--- config.mk ---
export PLATFORM = sky130hd
export DESIGN_NAME = key_event_ctrl
export DESIGN_NICKNAME = d
export VERILOG_FILES = /design/src/rtl/key_pkg.sv /design/src/rtl/key_fifo.sv /design/src/rtl/key_event_ctrl.sv
export SDC_FILE = /design/constraint.sdc
export NUM_CORES = 1
export LEC_CHECK = 0
export ABC_AREA = 1
export CAP_MARGIN = 20
export CELL_PAD_IN_SITES_DETAIL_PLACEMENT = 0
export CELL_PAD_IN_SITES_GLOBAL_PLACEMENT = 1
export CORE_UTILIZATION = 44
export CTS_CLUSTER_DIAMETER = 100
export CTS_CLUSTER_SIZE = 10
export DETAILED_ROUTE_END_ITERATION = 10
export GPL_TIMING_DRIVEN = 1
export HOLD_SLACK_MARGIN = 0.12
export PLACE_DENSITY_LB_ADDON = 0.25
export SKIP_CTS_REPAIR_TIMING = 1
export SLEW_MARGIN = 20
export SYNTH_ARGS = -nofsm -noshare
export SYNTH_HDL_FRONTEND = slang
export SYNTH_SLANG_ARGS = --single-unit
export TNS_END_PERCENT = 100
--- constraint.sdc ---
create_clock -name clk -period 2.3 [get_ports clk]
set_input_delay 0.46 -clock clk [delete_from_list [all_inputs] [get_ports clk]]
set_output_delay 0.46 -clock clk [all_outputs]
set_load 0.02 [all_outputs]
--- src/rtl/key_pkg.sv ---
// key_pkg: shared types for the keypad event path.
//   KEY_CODE_W  width of a scanner key code
//   NUM_KEYS    number of distinct keys (codes 0..NUM_KEYS-1)
//   key_code_t  key code type
//   kstate_t    press qualification FSM state
package key_pkg;

    localparam int unsigned KEY_CODE_W = 5;
    localparam int unsigned NUM_KEYS   = 20;

    typedef logic [KEY_CODE_W-1:0] key_code_t;

    typedef enum logic [1:0] {
        IDLE,
        QUAL,
        HELD
    } kstate_t;

endpackage

--- src/rtl/key_fifo.sv ---
// key_fifo: synchronous FIFO with a registered head output.
//   clk, rst   clock, asynchronous active-high reset
//   push, din  write request and data; dropped when full without a same-cycle pop
//   pop        read request; ignored when empty
//   clr        synchronous flush; same-cycle push/pop are discarded
//   head       registered head entry, 0 while empty
//   valid      registered "head holds an entry"
//   full, empty, fill  occupancy status (fill is exact, 0..DEPTH)
//   drop       a push was refused because the FIFO was full
module key_fifo #(
    parameter int unsigned DEPTH = 4,
    parameter int unsigned W     = 5
) (
    input  logic                     clk,
    input  logic                     rst,
    input  logic                     push,
    input  logic [W-1:0]             din,
    input  logic                     pop,
    input  logic                     clr,
    output logic [W-1:0]             head,
    output logic                     valid,
    output logic                     full,
    output logic                     empty,
    output logic [$clog2(DEPTH):0]   fill,
    output logic                     drop
);

    localparam int unsigned AW = $clog2(DEPTH);

    logic [W-1:0]  mem [DEPTH];
    logic [AW-1:0] rd_ptr;
    logic [AW-1:0] wr_ptr;
    logic [AW-1:0] rd_ptr_n;
    logic [AW:0]   fill_n;
    logic [W-1:0]  head_n;
    logic          push_ok;
    logic          pop_ok;

    assign full    = (fill == (AW+1)'(DEPTH));
    assign empty   = (fill == '0);
    assign pop_ok  = pop & ~empty & ~clr;
    // At full a same-cycle pop frees the slot being written.
    assign push_ok = push & ~clr & (~full | pop_ok);
    assign drop    = push & ~clr & full & ~pop_ok;

    always_comb begin
        fill_n   = fill;
        rd_ptr_n = rd_ptr;
        if (push_ok && !pop_ok) begin
            fill_n = fill + 1'b1;
        end else if (pop_ok && !push_ok) begin
            fill_n = fill - 1'b1;
        end
        if (pop_ok) begin
            rd_ptr_n = rd_ptr + 1'b1;
        end
        // The next head is the incoming word when it lands in the slot the
        // read pointer moves to (FIFO empty, or fill==1 with push+pop).
        if (fill_n == '0) begin
            head_n = '0;
        end else if (push_ok && (wr_ptr == rd_ptr_n)) begin
            head_n = din;
        end else begin
            head_n = mem[rd_ptr_n];
        end
    end

    always_ff @(posedge clk) begin
        if (push_ok) begin
            mem[wr_ptr] <= din;
        end
    end

    always_ff @(posedge clk or posedge rst) begin
        if (rst) begin
            rd_ptr <= '0;
            wr_ptr <= '0;
            fill   <= '0;
            head   <= '0;
            valid  <= 1'b0;
        end else if (clr) begin
            rd_ptr <= '0;
            wr_ptr <= '0;
            fill   <= '0;
            head   <= '0;
            valid  <= 1'b0;
        end else begin
            rd_ptr <= rd_ptr_n;
            if (push_ok) begin
                wr_ptr <= wr_ptr + 1'b1;
            end
            fill  <= fill_n;
            head  <= head_n;
            valid <= (fill_n != '0);
        end
    end

endmodule

--- src/rtl/key_event_ctrl.sv ---
// key_event_ctrl: turns keypad scanner strobes into one event per press.
//   clk, rst     clock, asynchronous active-high reset
//   key_strobe   scanner key-down strobe
//   key_code     scanner key code, valid while key_strobe=1
//   evt_valid    FIFO head holds an event
//   evt_code     event code at FIFO head (0 when evt_valid=0)
//   evt_ready    consumer accepts head when evt_valid & evt_ready
//   clr          synchronous flush of FIFO and overflow flag
//   overflow     sticky: an accepted key was dropped on a full FIFO
//   fill         FIFO occupancy 0..DEPTH
// Optional feature: define KEY_REPEAT_EN for auto-repeat every REPEAT_CYC
// cycles while a key stays held.
module key_event_ctrl
    import key_pkg::*;
#(
    parameter int unsigned DEPTH      = 4,
    parameter int unsigned HOLD_CYC   = 16,
    parameter int unsigned REPEAT_CYC = 1000
) (
    input  logic                     clk,
    input  logic                     rst,
    input  logic                     key_strobe,
    input  logic [KEY_CODE_W-1:0]    key_code,
    output logic                     evt_valid,
    output logic [KEY_CODE_W-1:0]    evt_code,
    input  logic                     evt_ready,
    input  logic                     clr,
    output logic                     overflow,
    output logic [$clog2(DEPTH):0]   fill
);

    localparam int unsigned QW = $clog2(HOLD_CYC) + 1;

    kstate_t       state;
    key_code_t     cur_code;
    logic [QW-1:0] qcnt;
    logic          push;
    key_code_t     push_code;
    logic          pop;
    logic          drop;
    logic          fifo_full;
    logic          fifo_empty;

    if (REPEAT_CYC == 0) begin : g_repeat_period_zero
        // REPEAT_CYC must be >= 1; nothing is built for this case.
    end

`ifdef KEY_REPEAT_EN
    localparam int unsigned RW = $clog2(REPEAT_CYC) + 1;
    logic [RW-1:0] rcnt;
    logic          rep_hit;
    assign rep_hit = (state == HELD) && key_strobe && (rcnt == RW'(REPEAT_CYC - 1));
`endif

    assign pop = evt_valid & evt_ready;

    // Push is decoded from current state and inputs so the FIFO captures the
    // event on the last qualifying cycle; evt_valid follows one cycle later.
    always_comb begin
        push      = 1'b0;
        push_code = cur_code;
        case (state)
            IDLE: begin
                if (key_strobe && (HOLD_CYC == 1)) begin
                    push      = 1'b1;
                    push_code = key_code;
                end
            end
            QUAL: begin
                if (key_strobe && (key_code == cur_code) && (qcnt == QW'(HOLD_CYC - 1))) begin
                    push = 1'b1;
                end
            end
            HELD: begin
`ifdef KEY_REPEAT_EN
                push = rep_hit;
`endif
            end
            default: ;
        endcase
    end

    always_ff @(posedge clk or posedge rst) begin
        if (rst) begin
            state    <= IDLE;
            cur_code <= '0;
            qcnt     <= '0;
            overflow <= 1'b0;
`ifdef KEY_REPEAT_EN
            rcnt     <= '0;
`endif
        end else begin
            overflow <= clr ? 1'b0 : (overflow | drop);
            if (clr) begin
                // A key held through clr is parked in HELD so it is not re-reported.
                state <= key_strobe ? HELD : IDLE;
                qcnt  <= '0;
                if (key_strobe && (state != HELD)) begin
                    cur_code <= key_code;
                end
`ifdef KEY_REPEAT_EN
                rcnt <= '0;
`endif
            end else begin
                case (state)
                    IDLE: begin
                        if (key_strobe) begin
                            cur_code <= key_code;
                            qcnt     <= QW'(1);
                            if (HOLD_CYC == 1) begin
                                state <= HELD;
`ifdef KEY_REPEAT_EN
                                rcnt  <= '0;
`endif
                            end else begin
                                state <= QUAL;
                            end
                        end
                    end
                    QUAL: begin
                        if (!key_strobe) begin
                            state <= IDLE;
                            qcnt  <= '0;
                        end else if (key_code != cur_code) begin
                            cur_code <= key_code;
                            qcnt     <= QW'(1);
                        end else if (qcnt == QW'(HOLD_CYC - 1)) begin
                            state <= HELD;
                            qcnt  <= '0;
`ifdef KEY_REPEAT_EN
                            rcnt  <= '0;
`endif
                        end else begin
                            qcnt <= qcnt + 1'b1;
                        end
                    end
                    HELD: begin
                        if (!key_strobe) begin
                            state <= IDLE;
                        end
`ifdef KEY_REPEAT_EN
                        else begin
                            rcnt <= rep_hit ? '0 : rcnt + 1'b1;
                        end
`endif
                    end
                    default: state <= IDLE;
                endcase
            end
        end
    end

    key_fifo #(
        .DEPTH (DEPTH),
        .W     (KEY_CODE_W)
    ) u_fifo (
        .clk   (clk),
        .rst   (rst),
        .push  (push),
        .din   (push_code),
        .pop   (pop),
        .clr   (clr),
        .head  (evt_code),
        .valid (evt_valid),
        .full  (fifo_full),
        .empty (fifo_empty),
        .fill  (fill),
        .drop  (drop)
    );

endmodule

== Yosys cells after proc, flatten, opt, wreduce, memory -nomap -nowiden ==
Memory sizes are Yosys's and may differ from the RTL's.
Index checks and enable logic that the tools add are counted.
W data, S select, Z words.
Operators by class
  add/subtract/negate cells: 5
  equal/unequal tests: 15
  multiplexer cells: 36
  bitwise logic cells: 13
  reduce and logical (&&, ||, !) cells: 17
Operator list (number)
  $mux W5: 13
  $mux W2: 11
  $pmux W5 S2: 2
  $ne A3 B3 Y1 const B: 4
  $mux W3: 3
  $ne A4 B4 Y1 const B: 2
  $and A1 B1 Y1: 7
  $logic_and A1 B1 Y1: 6
  $logic_not A3 Y1: 2
  $mux W1: 6
  $pmux W2 S3: 1
  $reduce_bool A3 Y1: 2
  $add A5 B1 Y5 const B: 1
  $eq A5 B4 Y1 const B: 1
  $eq A5 B5 Y1: 1
  $ne A5 B5 Y1: 1
  $reduce_and A5 Y1: 1
  $add A2 B1 Y2 const B: 2
  $not A1 Y1: 4
  $reduce_and A4 Y1: 1
  $add A3 B1 Y3 const B: 1
  $eq A3 B3 Y1 const B: 1
  $sub A3 B1 Y3 const B: 1
  $eq A2 B1 Y1 const B: 1
  9 further kinds: 11
Storage, ports and cells
  register bits after elaboration: 26
  RAM bits: 20
  input bits: 10
  output and inout port bits: 10
  memories kept: 1
Memory list
  u_fifo.mem: words 4, width 5, rd ports 1, clocked after Yosys merged registers in 0, wr ports 1, line key_fifo.sv:30  | logic [W-1:0] mem [DEPTH];

== Logic depth before layout (Yosys ltp) ==
Gate-level depths: netlist of the first run.
  word-level depth: 14
  mapped depth: 15

== Hierarchy ==
A second synthesis of the first run with hierarchy kept.
Second synthesis, totals
  cells, all modules: 316
  area total of the unflattened synthesis: 2603.7 um2
Modules (own cells, without submodules)
  key_fifo: instances 1, cells an instance 191, area each 1756.7 um2, seq. area each 925.9 um2
  key_event_ctrl: instances 1, cells an instance 125, area each 847.1 um2, seq. area each 325.3 um2

== Least setup slack after synthesis of the first run ==
Ideal clock, no wire load.
  path kind: flip-flop to flip-flop
  start point: reg u_fifo.fill[0]
  end point: reg u_fifo.head[1]
  library setup time: 0.113 ns
  data arrival time: 1.809 ns
  required time: 2.187 ns
  path slack: 0.378 ns
  stages on the path, launching flop included: 16
  clock period less this slack: 1.922 ns
  cell sequence: dfrtp_1 -> inv_1 -> ha_1 -> nand2_1 -> nand4_1 -> nand2_1 -> nand2_2 -> buf_6 -> nand2_1 -> nand3_1 -> a21oi_1 -> nor2_1 -> nand2_1 -> o21ai_1 -> nand2_1 -> inv_1
On the way
  longest elaborated chain between the ends: 13
  elaborated cells on any way between the ends: 24
  classes of those cells: add/sub (2); eq/ne (2); mux (6); bitwise (6); reduce/logical (7); memory (1)
Ends and longest elaborated chain
  from (decl): line key_fifo.sv:24  | output logic [$clog2(DEPTH):0] fill,
  from (signal assigned): line key_fifo.sv:92  | fill <= fill_n;
  $logic_not A3 Y1: line key_fifo.sv:40  | assign empty = (fill == '0);
  $not A1 Y1: line key_fifo.sv:41  | assign pop_ok = pop & ~empty & ~clr;
  $and A1 B1 Y1 (2 in series): line key_fifo.sv:41
  $or A1 B1 Y1: line key_fifo.sv:43  | assign push_ok = push & ~clr & (~full | pop_ok);
  $and A1 B1 Y1: line key_fifo.sv:43
  $logic_not A1 Y1: line key_fifo.sv:51  | end else if (pop_ok && !push_ok) begin
  $logic_and A1 B1 Y1: line key_fifo.sv:51
  $mux W3: line key_fifo.sv:51
  $mux W3: line key_fifo.sv:49  | if (push_ok && !pop_ok) begin
  $logic_not A3 Y1: line key_fifo.sv:59  | if (fill_n == '0) begin
  $mux W5 *: line key_fifo.sv:59
  $mux W5 *: line key_fifo.sv:81  | end else if (clr) begin
  to (signal assigned): line key_fifo.sv:93  | head <= head_n;
  to (decl): line key_fifo.sv:20  | output logic [W-1:0] head,
Mark *: on every way between the ends. The rest lies on a longest branch, timed or not.
A chain may end at the register's enable or synchronous reset.

== Final worst setup path of the first run ==
  start point: in key_code[3]
  end point: reg u_fifo.head[0]
On the way
  longest elaborated chain between the ends: 14
  elaborated cells on any way between the ends: 17
  classes of those cells: eq/ne (1); mux (7); bitwise (2); reduce/logical (7)
Ends and longest elaborated chain
  from (decl): line key_event_ctrl.sv:23  | input logic [KEY_CODE_W-1:0] key_code,
  $eq A5 B5 Y1 *: line key_event_ctrl.sv:70  | if (key_strobe && (key_code == cur_code) && (qcnt == QW'(HOLD_CYC - 1))) begin
  $logic_and A1 B1 Y1 * (2 in series): line key_event_ctrl.sv:70
  $mux W1 *: line key_event_ctrl.sv:70
  $mux W1 *: line key_event_ctrl.sv:62  | case (state)
  $and A1 B1 Y1 * (2 in series): line key_fifo.sv:43
  $logic_not A1 Y1: line key_fifo.sv:51
  $logic_and A1 B1 Y1: line key_fifo.sv:51
  $mux W3: line key_fifo.sv:51
  $mux W3: line key_fifo.sv:49
  $logic_not A3 Y1: line key_fifo.sv:59
  $mux W5 *: line key_fifo.sv:59
  $mux W5 *: line key_fifo.sv:81
Marks and branches as above.

==> flow_summary.json, run 1 <==
{
  "hold_viol_final": 0,
  "arrival_ns": 2.28,
  "core_sq_um": 5240,
  "grt.overflow.total": 0,
  "status": "finished, final reports clean",
  "wl_per_cell_um": 12.7,
  "clk_latency_ns": 0.30,
  "cts_tree": "done",
  "syn_inst": 272,
  "synthesis.nets": 290,
  "synth_compound_area_frac": 0.0861,
  "p_clk_frac": 0.264,
  "final_layout_size_suffix_gt1_frac": 0.150,
  "rsz0062_at_grt": "false",
  "crit_chain": "clkdlybuf4s50_1 -> inv_1 -> nand2_1 -> nand2_1 -> nor2_1 -> nand3_2 -> nor2_4 -> nand4_1 -> nor2_1 -> nor2_1 -> nand2_1 -> nand3_4 -> nand2_1 -> inv_1",
  "crit_fanout": 6,
  "h-tree-depth": 2,
  "final.min_clock_period_ns": 2.07,
  "gp_congestion": 0.844,
  "via_per_inst": 4.75,
  "min_path_type": "input pin to async pin",
  "seq_area_frac_synth": 0.510,
  "clkSinkCount": 46,
  "p_sw_uw": 569,
  "netlist_area_sq_um": 2450,
  "synthAdderAreaFrac": 0.0408,
  "slew_headroom": 0.746,
  "synthDistinctLibCells": 34,
  "p_per_area_nw_per_um2": 634,
  "wl_mm": 4.93,
  "cp-start-kind": "input pin",
  "hpwl_mm": 3.72,
  "fmax_ghz": 0.483,
  "synth-seq-cells": 46,
  "synth_area_leaders": "dfrtp_1 (27%), edfxtp_1 (24%), nand2_1 (10%)",
  "worst-setup-path-type": "input pin to flop",
  "max_cap_viol_count": 0,
  "clk_pin_slew_ns": 0.09,
  "finalPower_mw": 1.88,
  "synth_simple_gate_area_share": 0.251,
  "cpMostUsedCell": "nand2_1",
  "grt_max_degree": 27,
  "drtIter0Drc": 113,
  "tns_ns": 0,
  "crit_family": "simple AND/OR/NAND/NOR gates",
  "postLayoutCoreUtil": 0.566,
  "grt_pass1_vias": 1850,
  "grt_pass1_wl_mm": 8.66,
  "ant_nets": 0,
  "avgSynthCellArea_sq_um": 9.03,
  "synth-edff-count": 20,
  "synth_top_family_by_area": "simple AND/OR/NAND/NOR gates",
  "final.period_utilization": 0.900,
  "die_x_um": 76.7,
  "end_kind": "flop",
  "drv_slew": 0,
  "drc_errors": 0,
  "switching_share": 0.303,
  "setup_viol": 0,
  "vdd_drop_max_mv": 0.442,
  "cp_num_buf_inv": 3,
  "rrSetupSlack_ns": 0.28,
  "async_flop_share": 0.565,
  "yosys_most_used_dff": "dfrtp_1",
  "final_nets": 336,
  "synth_top_area_cell": "dfrtp_1",
  "holdWs_ns": 0.499,
  "antenna_cells": 0,
  "row_count": 26,
  "pwr-share-comb": 0.164,
  "cts_buffer_depth": 2,
  "dieArea_sq_um": 5880,
  "initial_core_util": 0.469,
  "cts_root_buf": "clkbuf_8",
  "antenna_found_initial": 0,
  "cts_made_buffers": 5,
  "p_seq_frac": 0.572,
  "ios": 20,
  "firstDrtPassIters": 4,
  "intPower_mw": 1.31,
  "port_buffers": 19,
  "synth.area.mux_share": 0,
  "synth_warnings": 0,
  "die_h_um": 76.7,
  "num_vias": 1849,
  "p_leak_nw": 1.42,
  "synth-xor-area-share": 0.0326,
  "worstPathRequired_ns": 2.51,
  "syn_to_final_growth_pct": 20.8,
  "cpMaxStageDelayCell": "clkdlybuf4s50_1",
  "worstMarginPinSlew_ns": 0.379,
  "slowest_delay_ns": 0.49,
  "synth_top_area_share": 0.265,
  "track_usage": 0.192,
  "fin_worst_skew_ns": 0.00933
}
[cells by family (layout without fill, tap and decap cells)]
family | after synthesis | count (layout)
AND/OR/NAND/NOR | 129 | 129
flip-flops | 46 | 46
buffers and inverters | 44 | 91
AO/OA/AOI/OAI | 38 | 38
adder cells (fa/ha/maj) | 8 | 8
XOR/XNOR | 7 | 7
[worst reg2reg max path, cell delays in order, from the launching register on]
cell,delay [ns]
dfrtp_1,0.40
inv_1,0.09
ha_1,0.26
nand2_1,0.08
nand4_1,0.11
nand2_1,0.10
nand2_2,0.14
buf_4,0.20
nand2_1,0.05
nand3_1,0.06
a21oi_1,0.12
nor2_1,0.07
nand2_1,0.06
o21ai_1,0.06
nand2_1,0.08
inv_1,0.04
[final cells by class]
type	instances	area (sq um)
clock buffers	5	68.8
repair buffers	42	363
clock inverters	3	20.0
inverters	41	163
well taps	70	87.6
flip-flops and latches	46	1250
fillers	487	2270
multi-input cells	182	1010
[final timing paths]
check | to | startpoint | depth (start not counted)
setup / recovery | u_fifo.head[0] | key_code[3] | 14
hold / removal | cur_code[0] | rst | 3
setup reg to reg | u_fifo.head[0] | u_fifo.fill[0] | 15
hold reg to reg | overflow | overflow | 1
max in group asynchronous | overflow | rst | 3
min in group clk | overflow | overflow | 1
[per-layer routing]
metal / vias up / wire, um / GRT usage
met5: - / 0 / 0
li1: 969 / - / -
met1: 837 / 2450 / 0.272
met2: 39 / 2200 / 0.290
met4: 0 / 51 / 0.0654
met3: 4 / 223 / 0.0417
[state kept, by name (all words and copies together), names as in the netlist]
name and count:
qcnt 5, state 2, u_fifo.valid 1, u_fifo.wr_ptr 2, u_fifo.rd_ptr 2, cur_code 5
u_fifo.head 5, u_fifo.fill 3, u_fifo.mem 20, overflow 1
[power by group through the flow]
stage / registers (mW) / logic [mW] / clock network, mW
after detailed placement: 1.09 / 0.311 / 0
after floorplan: 1.05 / 0.220 / 0
final: 1.07 / 0.308 / 0.497
after CTS: 1.07 / 0.311 / 0.513
after global placement: 1.09 / 0.307 / 0
after global routing: 1.09 / 0.360 / 0.548
[cell usage in the layout, fill, tap and decap left out, types with 2 or more instances in the layout]
master	netlist	layout
o21ai_0	9	9
edfxtp_1	20	20
nor2_4	1	2
nand2_4	2	2
nand3_2	2	2
clkinv_2	1	2
a21oi_1	19	19
nand3_1	18	18
nor3_1	2	2
nand4_1	3	3
xnor2_1	4	4
o21ai_1	5	5
nand2_1	66	66
nor2_1	25	25
clkdlybuf4s50_1	0	19
dfrtp_1	26	26
buf_4	0	23
clkbuf_8	0	5
ha_1	8	8
nand3_4	2	2
inv_1	38	38
nand2_2	2	2
xor2_1	2	2
[synthesized netlist by cell type, types with 2 or more instances]
master,n
a21oi_1,19
nand3_1,18
dfrtp_1,26
edfxtp_1,20
nor3_1,2
o21ai_0,9
inv_1,38
nand2_1,66
nand3_4,2
nor2_2,2
nand4_1,3
nand2_4,2
buf_6,3
ha_1,8
xnor2_1,4
nor2_1,25
nand2_2,2
nand3_2,2
o21ai_1,5
xor2_1,2
[stage by stage]
| step | std cells | area (sq um) | setup slack [ns] |
|---|---|---|---|
| 2_1_floorplan | 272 | 2450 | 0.378 |
| 3_3_place_gp | 381 | 2870 | -0.121 |
| 3_5_place_dp | 381 | 2870 | -0.0931 |
| 4_1_cts | 389 | 2960 | 0.210 |
| 5_1_grt | 389 | 2970 | 0.00215 |
| 6_report | 389 | 2970 | 0.231 |
No activity file was read; power rests on OpenSTA's default activity.
==> run 2: changes to the inputs <==
--- a/config.mk
+++ b/config.mk
@@ -9,7 +9,8 @@
 export CAP_MARGIN = 20
 export CELL_PAD_IN_SITES_DETAIL_PLACEMENT = 0
 export CELL_PAD_IN_SITES_GLOBAL_PLACEMENT = 1
-export CORE_UTILIZATION = 44
+export CORE_UTILIZATION = 46
+export CTS_BUF_LIST = sky130_fd_sc_hd__clkbuf_8
 export CTS_CLUSTER_DIAMETER = 100
 export CTS_CLUSTER_SIZE = 10
 export DETAILED_ROUTE_END_ITERATION = 10
==> constraint.sdc (replaced) <==
create_clock -name clk -period 2.2 [get_ports clk]
set_input_delay 0.44 -clock clk [delete_from_list [all_inputs] [get_ports clk]]
set_output_delay 0.44 -clock clk [all_outputs]
set_load 0.02 [all_outputs]
==> run 2 against run 1 <==
Core utilization is 2.9 points higher. Design area is 2.4% higher. Clock power hardly changed. Critical path type unchanged. Critical endpoint is now u_fifo.head[4]. Largest power group unchanged.
==> flow_summary.json, run 2 (same netlist as run 1, synthesis figures left out) <==
{
  "status": "finished, final reports clean",
  "antenna_found_initial": 0,
  "fmax_ghz": 0.497,
  "die_x_um": 75.1,
  "port_buffers": 19,
  "clkSinkCount": 46,
  "timing.final.ws_setup_ns": 0.190,
  "largest_register_ffs": 20,
  "setup_viol": 0,
  "slew_headroom": 0.745,
  "initial_core_util": 0.481,
  "cts_made_buffers": 5,
  "crit_fanout": 10,
  "final.period_utilization": 0.914,
  "cts_buffer_depth": 2,
  "antenna_cells": 0,
  "grt.overflow.total": 0,
  "rrSetupSlack_ns": 0.24,
  "track_usage": 0.202,
  "final_layout_size_suffix_gt1_frac": 0.188,
  "post_dp_cell_area_sq_um": 2890,
  "p_clk_frac": 0.255,
  "end_kind": "flop",
  "dieArea_sq_um": 5630,
  "cts_root_buf": "clkbuf_8",
  "row_count": 26,
  "ios": 20,
  "num_vias": 1909,
  "hpwl_mm": 3.83,
  "cp-start-kind": "input pin",
  "worstPathRequired_ns": 2.39,
  "p_sw_uw": 588,
  "intPower_mw": 1.36,
  "arrival_ns": 2.20,
  "via_per_inst": 4.85,
  "nFillCells": 486,
  "most-common-layout-cells": "nand2_1 (62), inv_1 (39), buf_4 (28)",
  "dp_slack_ns": -0.151,
  "tns_ns": 0,
  "gp_congestion": 0.861,
  "clk_pin_slew_ns": 0.09,
  "fin_area_sq_um": 3040,
  "h-tree-depth": 2,
  "final_nets": 341,
  "fin_worst_skew_ns": 0.00866,
  "switching_share": 0.302,
  "wl_per_cell_um": 12.8,
  "die_h_um": 75.1,
  "grt_pass1_wl_mm": 8.34,
  "wl_mm": 5.02,
  "final.min_clock_period_ns": 2.01,
  "max_cap_viol_count": 0,
  "fin_cells": 394,
  "drc_errors": 0,
  "core_sq_um": 5110,
  "top_register": "u_fifo.mem",
  "vdd_drop_max_mv": 0.453,
  "ant_nets": 0,
  "cts_tree": "done",
  "worst-setup-path-type": "input pin to flop",
  "clk_latency_ns": 0.30,
  "pwr-share-comb": 0.164,
  "drtIter0Drc": 80,
  "grt_pass1_vias": 1751,
  "firstDrtPassIters": 4,
  "p_per_area_nw_per_um2": 642,
  "syn_to_final_growth_pct": 23.8,
  "worstMarginPinSlew_ns": 0.379,
  "final_common_cell": "nand2_1",
  "rsz0062_at_grt": "false",
  "grt_max_degree": 27,
  "drv_slew": 0,
  "p_leak_nw": 1.48,
  "dp_cells": 383,
  "min_path_type": "input pin to flop",
  "hold_viol_final": 0,
  "p_seq_frac": 0.581
}
-- run 2: power groups by stage --
stage | Combinational (mW) | Clock (mW) | Sequential, mW
floorplan | 0.230 | 0 | 1.10
global placement | 0.309 | 0 | 1.14
detailed placement | 0.313 | 0 | 1.14
CTS | 0.313 | 0.514 | 1.13
global route | 0.372 | 0.548 | 1.15
finish | 0.320 | 0.497 | 1.13
-- run 2: cell type report --
| class | count | area [sq um] | area share |
|---|---|---|---|
| tap | 70 | 87.6 | 0.0288 |
| multi-input combinational | 182 | 1040 | 0.341 |
| sequential | 46 | 1250 | 0.413 |
| timing repair buffer | 47 | 410 | 0.135 |
| inverter | 41 | 163 | 0.0535 |
| clock buffer | 5 | 68.8 | 0.0227 |
| clock inverter | 3 | 17.5 | 0.00577 |
-- run 2: path summary, 6_finish.rpt --
path,from,endpoint,cells after the start
min in group asynchronous,rst,cur_code[3],3
hold reg to reg,overflow,overflow,1
max in group asynchronous,rst,cur_code[1],3
setup / recovery,clr,u_fifo.head[4],12
setup reg to reg,cur_code[2],u_fifo.head[4],13
hold / removal,key_code[3],cur_code[3],3
-- run 2: layer usage --
| metal | up-vias | track usage | wire, um |
|---|---|---|---|
| met4 | 0 | 0.0671 | 57 |
| met1 | 891 | 0.283 | 2490 |
| li1 | 983 | - | - |
| met5 | - | 0 | 0 |
| met2 | 29 | 0.316 | 2340 |
| met3 | 6 | 0.0375 | 128 |
-- run 2: through the flow --
| stage | utilization | hold WS [ns] | power, mW |
|---|---|---|---|
| 6_report | 0.595 | 0.458 | 1.95 |
| 3_5_place_dp | 0.565 | 0.489 | 1.46 |
| 4_1_cts | 0.582 | 0.508 | 1.95 |
| 2_1_floorplan | - | 0.479 | 1.33 |
| 3_3_place_gp | 0.565 | 0.481 | 1.45 |
| 5_1_grt | 0.595 | 0.489 | 2.07 |
-- run 2: worst max-delay path, stage by stage --
cell	delay, ns
clkdlybuf4s50_1	0.51
inv_8	0.11
nand3_4	0.07
a21oi_4	0.16
or2_1	0.21
nand2_4	0.12
nand2_4	0.08
nand4_4	0.20
nand2_1	0.14
o21ai_1	0.07
nand2_1	0.06
inv_1	0.04
==> run 3: changes to the inputs <==
--- a/config.mk
+++ b/config.mk
@@ -17,9 +17,9 @@
 export GPL_TIMING_DRIVEN = 1
 export HOLD_SLACK_MARGIN = 0.12
 export PLACE_DENSITY_LB_ADDON = 0.25
+export SETUP_SLACK_MARGIN = 0.2
 export SKIP_CTS_REPAIR_TIMING = 1
 export SLEW_MARGIN = 20
 export SYNTH_ARGS = -nofsm -noshare
 export SYNTH_HDL_FRONTEND = slang
 export SYNTH_SLANG_ARGS = --single-unit
-export TNS_END_PERCENT = 100
==> run 3 against run 2 <==
Worst setup slack improved by 0.042 ns. Via count rose by 2.8%. Clock power barely moved. Critical path depth rose by 1. Power rose by 5.1%. Hold slack got worse by 0.0048 ns. Combinational power rose by 38%. Clock skew rose by 0.00067 ns. Routed wire length rose by 3.9%. Sequential share of layout area fell by 1.9 points. First-iteration DRC count fell by 1.3%. Flip-flop and latch count did not move. Largest power group unchanged.
==> flow_summary.json, run 3 (same netlist as run 1, synthesis figures left out) <==
{
  "status": "finished, final reports clean",
  "worst-setup-path-type": "flop to flop",
  "final.min_clock_period_ns": 1.97,
  "slew_headroom": 0.741,
  "final.period_utilization": 0.895,
  "holdWs_ns": 0.453,
  "wl_met2_mm": 2.49,
  "highest_layer": "met4",
  "fmax_ghz": 0.508,
  "cts_tree": "done",
  "num_vias": 1962,
  "largest_register_ffs": 20,
  "p_leak_nw": 1.56,
  "die_h_um": 75.1,
  "setup_viol": 0,
  "clk_latency_ns": 0.30,
  "cp-start-kind": "flop",
  "core_sq_um": 5110,
  "wl_met1_mm": 2.53,
  "hpwl_mm": 3.83,
  "grt.overflow.total": 0,
  "antenna_cells": 0,
  "final_nets": 352,
  "drtIter0Drc": 79,
  "most-common-layout-cells": "nand2_1 (59), buf_4 (39), inv_1 (32)",
  "r2r_end": "u_fifo.head[1]",
  "hold-path-cell-count": 3,
  "dp_slack_ns": -0.151,
  "p_seq_frac": 0.541,
  "clk_pin_slew_ns": 0.08,
  "p_clk_frac": 0.244,
  "cts_root_buf": "clkbuf_8",
  "ant_nets": 0,
  "ios": 20,
  "wl_per_cell_um": 12.9,
  "grt_max_degree": 27,
  "max_cap_viol_count": 0,
  "end_kind": "flop",
  "firstDrtPassIters": 4,
  "p_sw_uw": 613,
  "final_layout_size_suffix_gt1_frac": 0.269,
  "dieArea_sq_um": 5630,
  "holdPathEnd": "cur_code[3]",
  "drv_slew": 0,
  "p_per_area_nw_per_um2": 642,
  "grt_pass1_vias": 1751,
  "cts_made_buffers": 5,
  "via_per_inst": 4.84,
  "clkSinkCount": 46,
  "post_dp_cell_area_sq_um": 2890,
  "fin_worst_skew_ns": 0.00933,
  "top_register": "u_fifo.mem",
  "drc_errors": 0,
  "h-tree-depth": 2,
  "rrSetupSlack_ns": 0.23,
  "fin_area_sq_um": 3190,
  "initial_core_util": 0.481,
  "setup.worst_path.start": "qcnt[0]",
  "reg2regPathDepth": 13,
  "min_path_type": "input pin to flop",
  "grt_pass1_wl_mm": 8.34,
  "port_buffers": 19,
  "crit_fanout": 6,
  "syn_to_final_growth_pct": 30.0,
  "intPower_mw": 1.44,
  "timing.final.ws_setup_ns": 0.232,
  "antenna_found_initial": 0,
  "r2r_start": "qcnt[0]",
  "postLayoutCoreUtil": 0.625,
  "gp_congestion": 0.861,
  "switching_share": 0.299,
  "row_count": 26,
  "rsz0062_at_grt": "true",
  "die_x_um": 75.1,
  "arrival_ns": 2.17,
  "min_from": "key_code[3]",
  "pwr-share-comb": 0.215,
  "final_common_cell": "nand2_1",
  "worstPathRequired_ns": 2.40,
  "cts_buffer_depth": 2,
  "worstMarginPinSlew_ns": 0.386,
  "vdd_drop_max_mv": 0.449,
  "hold_viol_final": 0,
  "wl_mm": 5.22,
  "routed-wl-met3_um": 146,
  "track_usage": 0.202
}
==> run 3: worst max-delay path: stages (launching register included) <==
cell     delay (ns)
dfrtp_1        0.43
ha_4           0.17
nand3_4        0.08
nor2_4         0.13
buf_4          0.12
nand4_1        0.19
nand2_2        0.16
nand2_1        0.06
nand2_1        0.06
nand2_1        0.06
nand2_1        0.14
nand3_4        0.13
nand2_1        0.10
inv_1          0.04
==> run 3: worst max-delay path by stage <==
stage / endpoint / slack, ns / depth (start not counted)
finish: u_fifo.head[1] / 0.23 / 13
global placement: u_fifo.head[0] / -0.17 / 14
floorplan: u_fifo.head[1] / 0.28 / 15
CTS: u_fifo.head[4] / 0.15 / 14
detailed placement: u_fifo.head[0] / -0.15 / 14
global route: u_fifo.head[0] / 0.11 / 13
==> run 3: through the flow <==
| stage | power, mW | std cells | TNS [ns] |
|---|---|---|---|
| 2_1_floorplan | 1.33 | 272 | 0 |
| 3_3_place_gp | 1.45 | 383 | -2.72 |
| 3_5_place_dp | 1.46 | 383 | -2.87 |
| 4_1_cts | 1.95 | 391 | 0 |
| 5_1_grt | 2.17 | 405 | 0 |
| 6_report | 2.05 | 405 | 0 |
==> run 3: power by group through the flow <==
stage	combinational [mW]	sequential (mW)	clock [mW]
after floorplan	0.230	1.10	0
after global placement	0.309	1.14	0
after detailed placement	0.313	1.14	0
after CTS	0.313	1.13	0.514
after global routing	0.502	1.12	0.549
final	0.441	1.11	0.500
==> run 3: area by class of cell <==
type / instances / area, sq um
fill: 476 / 1920
sequential: 46 / 1260
multi-input combinational: 182 / 1100
timing repair buffer: 58 / 500
inverter: 41 / 163
tap: 70 / 87.6
clock buffer: 5 / 68.8
clock inverter: 3 / 17.5
==> run 3: per-layer routing <==
| layer | vias to the layer above | GRT usage |
|---|---|---|
| met5 | - | 0 |
| met4 | 0 | 0.0671 |
| met1 | 924 | 0.283 |
| met3 | 6 | 0.0375 |
| met2 | 26 | 0.316 |
| li1 | 1006 | - |
